===== config.mk =====
export PLATFORM = sky130hd
export DESIGN_NAME = reg_bank
export DESIGN_NICKNAME = d
export VERILOG_FILES = /design/src/rtl/reg_bank.sv
export SDC_FILE = /design/constraint.sdc
export NUM_CORES = 2
export LEC_CHECK = 0
export ABC_AREA = 1
export CAP_MARGIN = 20
export CORE_ASPECT_RATIO = 0.7
export CORE_MARGIN = 5
export CORE_UTILIZATION = 55
export DETAILED_ROUTE_END_ITERATION = 8
export MAX_ROUTING_LAYER = met4
export PLACE_DENSITY = 0.73
export RECOVER_POWER = 50
export SLEW_MARGIN = 10
export SYNTH_ARGS = -nofsm -noshare
export SYNTH_HDL_FRONTEND = slang
export SYNTH_SLANG_ARGS = --single-unit
export TNS_END_PERCENT = 30

===== constraint.sdc =====
create_clock -name clk -period 38.7 [get_ports clk]
set_input_delay 7.74 -clock clk [delete_from_list [all_inputs] [get_ports clk]]
set_output_delay 7.74 -clock clk [all_outputs]
set_load 0.01 [all_outputs]

===== src/rtl/reg_bank.sv =====
// Register bank: DEPTH x WIDTH registers, one byte-enabled write port, two registered read ports with write-to-read bypass.
// Define REG_BANK_R0_ZERO_EN to hardwire register 0 to zero.
module reg_bank #(
    parameter int WIDTH = 32,
    parameter int DEPTH = 16,
    localparam int AW = $clog2(DEPTH),
    localparam int NB = WIDTH / 8
) (
    input  logic             clk,
    input  logic             clr,
    input  logic             we,
    input  logic [NB-1:0]    wbe,
    input  logic [AW-1:0]    waddr,
    input  logic [WIDTH-1:0] wdata,
    input  logic             re_a,
    input  logic [AW-1:0]    raddr_a,
    output logic [WIDTH-1:0] rdata_a,
    input  logic             re_b,
    input  logic [AW-1:0]    raddr_b,
    output logic [WIDTH-1:0] rdata_b
);

    // Post-write value of every register; reading from it yields the bypass for free.
    logic [WIDTH-1:0] post_val [DEPTH];

    generate
        for (genvar gi = 0; gi < DEPTH; gi++) begin : g_reg
`ifdef REG_BANK_R0_ZERO_EN
            if (gi == 0) begin : g_zero
                assign post_val[gi] = '0;
            end else begin : g_store
`else
            begin : g_store
`endif
                logic [WIDTH-1:0] mem_reg;
                logic [WIDTH-1:0] mem_next;

                always_comb begin
                    mem_next = mem_reg;
                    if (we && (waddr == AW'(gi))) begin
                        for (int bi = 0; bi < NB; bi++) begin
                            if (wbe[bi]) begin
                                mem_next[8*bi +: 8] = wdata[8*bi +: 8];
                            end
                        end
                    end
                end

                always_ff @(posedge clk or posedge clr) begin
                    if (clr) begin
                        mem_reg <= '0;
                    end else begin
                        mem_reg <= mem_next;
                    end
                end

                assign post_val[gi] = mem_next;
            end
        end
    endgenerate

    // Out-of-range addresses match no entry and therefore read as zero.
    logic [WIDTH-1:0] rdata_a_next;
    logic [WIDTH-1:0] rdata_b_next;

    always_comb begin
        rdata_a_next = '0;
        rdata_b_next = '0;
        for (int i = 0; i < DEPTH; i++) begin
            if (raddr_a == AW'(i)) begin
                rdata_a_next = post_val[i];
            end
            if (raddr_b == AW'(i)) begin
                rdata_b_next = post_val[i];
            end
        end
    end

    always_ff @(posedge clk or posedge clr) begin
        if (clr) begin
            rdata_a <= '0;
            rdata_b <= '0;
        end else begin
            if (re_a) begin
                rdata_a <= rdata_a_next;
            end
            if (re_b) begin
                rdata_b <= rdata_b_next;
            end
        end
    end

endmodule


### Yosys cells after proc, flatten, opt, wreduce, memory -nomap -nowiden

Index checks and enable logic that the tools add are counted.

* bits in registers: 576
* bits in latches: 0
* memory bits (writable): 0
* ROM bits: 0
* bits of input ports: 53
* logic and storage cells: 194
* memories: 0

* add/subtract/negate cells: 0
* multiply operators: 0
* div/mod/pow operators: 0
* $lt $le $gt $ge: 0
* equal/unequal tests: 45
* shift-type cells: 0
* multiplexer cells: 112
* bitwise operators: 0
* reductions and logical operators: 19

Operators by type and width (count)
* $mux 32: 48
* $mux 8: 64
* $eq 4x4->1 const B: 24
* $eq 4x3->1 const B: 12
* $eq 4x2->1 const B: 6
* $logic_and 1x1->1: 16
* $eq 4x1->1 const B: 3
* $logic_not 4->1: 3

### Logic depth before layout (Yosys ltp)

* word-level depth: 19
* mapped depth: 19
* gate-level depth less buffers: 17

### Worst setup path before layout

OpenSTA, ideal clock, no wires.

* path kind: input-to-reg
* start point: input port raddr_a[2]
* end point: register rdata_a[12]
* library setup time: 0.117 ns
* arrival: 9.206 ns
* required time: 38.583 ns
* setup slack: 29.377 ns
* cell stages on the path: 14
* cell sequence: inv_1 nor2_1 inv_1 nor2_1 buf_2 buf_1 clkbuf_1 nand2_1 nand2_1 nand4_1 nand2_1 nand4_1 nor2_1 nor2_1

* word-level cells in the longest chain between the ends: 17

RTL lines
* from (decl): line 16 `input logic [AW-1:0] raddr_a,`
* $logic_not 4->1: line 70 `if (raddr_a == AW'(i)) begin`
* $mux 32 (15 in series): line 70
* $mux 32 (*): line 70
* to (signal assigned): line 85 `rdata_a <= rdata_a_next;`
* to (decl): line 17 `output logic [WIDTH-1:0] rdata_a,`

Every way passes the cells marked *; elsewhere a longest branch is shown, timed or not.
A chain may end at the register's enable or synchronous reset.

==> results.json <==
{
  "clk_pin_slew_ps": 60,
  "htreeDepth": 2,
  "synth_warnings": 0,
  "track_usage_pct": 34.76,
  "core-area_mm2": 0.05504,
  "postCtsHoldBufs": 0,
  "dieArea_mm2": 0.06037,
  "drive_above_1_share_pct": 5.347,
  "min_period_over_period_pct": 37.85,
  "skew_ps": 27.00,
  "finalSetupTns_ps": 0,
  "syn_inst": 4243,
  "syn-cell-area_mm2": 0.03052,
  "crit_path_end_kind": "asynchronous set/reset pin",
  "via_per_inst": 6.086,
  "setup_viol": 0,
  "cp-start-kind": "primary input",
  "worstPathMaxFanout": 131,
  "clk_latency_ps": 640,
  "drv_slew": 808,
  "hold_class": "register to register",
  "grt_max_degree": 132,
  "drc": 0,
  "post_cts_buffers": 0,
  "port_buffers": 116,
  "criticalPathCategory": "primary input to asynchronous set/reset pin",
  "num-fill-cells": 4997,
  "cts_tree": "done",
  "grt_pass1_vias": 28530,
  "start_util_pct": 55.44,
  "cp.required_ps": 38600,
  "clockPowerShare_pct": 34.4,
  "rsz0062_at_grt": "no",
  "synth_area_per_cell_um2": 7.192,
  "gp_congestion": 0.8995,
  "fp.dieW_um": 291.5,
  "internal_power_w": 0.001128,
  "wl_per_cell_um": 21.06,
  "swShare_pct": 30.78,
  "wl_mm": 104.6,
  "cap_viol_max_count": 12,
  "critPathArrivalTime_ps": 14550,
  "floorplan.rows": 72,
  "root_buffer": "clkbuf_16",
  "cp_slowest_cell": "clkinvlp_2",
  "clockBufferDepth": 3,
  "leakagePower_nw": 15.31,
  "die_h_um": 207.1,
  "ys_types": 24,
  "pwr_density_cell_mw_per_mm2": 48.07,
  "max_stage_delay_ps": 3270,
  "ant_nets": 0,
  "hold_violations": 0,
  "drt_iter0_markers": 3699,
  "grt_pass1_wl_mm": 163.6,
  "synth_top_cell_by_area": "dfrtp_1",
  "syn2layout_area_growth_pct": 11.07,
  "dp_hpwl_mm": 63.40,
  "antenna_found_initial": 0,
  "maxSlewHeadroom_pct": -299.0,
  "fin_cells": 4968,
  "yosysTopAreaCellShare_pct": 47.23,
  "cts_resized": 0,
  "pwr-share-seq_pct": 45.9,
  "p_switching_w": 0.0005015,
  "synth_area_leaders": "dfrtp_1 47%, nand2_1 16%, o21ai_0 11%",
  "tightest_slew_ps": 5952,
  "largest_register_ffs": 512,
  "ys_seq_area_share_pct": 47.23,
  "dp_cells": 4867,
  "status": "complete, but fails checks",
  "layout.nets": 4237,
  "ir_worst_vdd_uv": 41.72,
  "period_minus_slack_ps": 14650,
  "syn-num-nets": 4296,
  "dr_total_vias": 30230,
  "cts-buffers-inserted": 55,
  "synth-seq-cells": 576,
  "cts.sinks": 576,
  "num_io_pins": 117,
  "fmaxAchievable_mhz": 68.26,
  "path_cells": "dlygate4sd3_1 > clkinvlp_2 > clkbuf_1",
  "gr-total-overflow": 0,
  "p_comb_share_pct": 19.7,
  "failed_checks": "capacitance limit, slew limit",
  "drt-pass1-iter-count": 6
}
## per-stage QoR
stage               instance area, um2  worst slack (ps)  utilization [%]  hold slack [ps]   power, W
floorplan                        30520             14850                -            460.3  0.0009719
global placement                 32090             27300            58.30            477.7   0.001067
detailed placement               32110             27330            58.33            470.1   0.001077
CTS                              33940             27980            61.67            487.7   0.001632
global route                     33890             22710            61.57            508.8   0.001712
finish                           33890             24050            61.58            475.1   0.001629
## placed cells by master, fill, tap and decap left out, types with 2 or more instances in the layout
master and n:
nor2_2 27, clkbuf_8 13, a21boi_0 18, nand2_2 5
nor2_1 203, o22ai_1 24, nand3_1 166, buf_4 54
clkbuf_16 55, inv_1 241, nor2_4 8, clkinv_2 11
o21ai_0 719, inv_2 7, nand4_1 130, bufinv_16 4
or2_1 30, nand2_1 1306, clkbuf_1 27, or2_2 29
clkinv_1 3, clkinvlp_2 2, a21oi_1 270, o21ai_1 162
buf_2 2, dlygate4sd3_1 69, dfrtp_1 576, nand3_2 4
or2_0 11, clkinv_8 2, clkdlybuf4s50_1 45
## cell families (layout without fill, tap and decap cells)
| kind of cell | count (synthesis) | after routing | share of synthesized area (%) |
|---|---|---|---|
| buffers and inverters | 553 | 537 | 6.933 |
| flip-flops | 576 | 576 | 47.23 |
| AO/OA/AOI/OAI | 1193 | 1193 | 19.81 |
| other | 0 | 1 | 0 |
| AND/OR/NAND/NOR | 1921 | 1921 | 26.02 |
## layer usage
metal	up-vias	GRT usage (%)	wire length [um]
li1	13900	-	-
met1	14130	48.71	42340
met2	1866	50.68	44970
met3	345	6.991	12910
met4	0	12.71	4407
met5	-	-	0
## worst max-delay path, delay by kind of cell
family	cells	cell delay, ps
buf+inv	3	6600
## Yosys cell counts
library cell and instances:
buf_2 28, clkbuf_1 256, nand3_1 170, o21ai_1 228
and2_1 1, inv_2 10, nor3_2 1, clkinv_1 3
buf_1 13, nor2_1 235, o21ai_0 653, clkbuf_2 1
a21oi_1 270, or2_2 29, nor2_2 3, inv_1 241
o22ai_1 24, dfrtp_1 576, nand2_1 1311, or2_1 30
or2_0 11, buf_4 1, a21boi_0 18, nand4_1 130
## power by group through the flow
stage          Clock (W)  Combinational, W  Sequential (W)
3_3_place_gp           0          0.000313        0.000754
3_5_place_dp           0          0.000319        0.000758
6_report        0.000560          0.000321        0.000748
5_1_grt         0.000590          0.000362        0.000759
2_1_floorplan          0          0.000216        0.000755
4_1_cts         0.000564          0.000321        0.000747
## path summary, 6_finish.rpt
kind / from / end / slack [ps] / depth (start not counted)
min in group asynchronous: clr / g_reg[2].g_store.mem_reg[24] / 9420 / 2
max in group clk: wbe[3] / rdata_a[25] / 25320 / 18
hold / removal: rdata_b[8] / rdata_b[8] / 480 / 2
hold reg to reg: rdata_b[8] / rdata_b[8] / 480 / 2
setup / recovery: clr / rdata_a[7] / 24050 / 3
setup reg to reg: g_reg[2].g_store.mem_reg[10] / rdata_b[10] / 36560 / 16
## final cells by class
cell class                      count  area, um2  area share [%]
Sequential cell                   576      14410           42.53
Multi-Input combinational cell   3114      14140           41.71
Antenna cell                        1      2.502        0.007383
Inverter                          254      957.2           2.824
Timing Repair Buffer              183       1622           4.784
Tap cell                          740      925.9           2.732
Clock inverter                     17      222.7          0.6571
Clock buffer                       83       1612           4.755
Note: power is estimated with default switching activity, not from simulation.
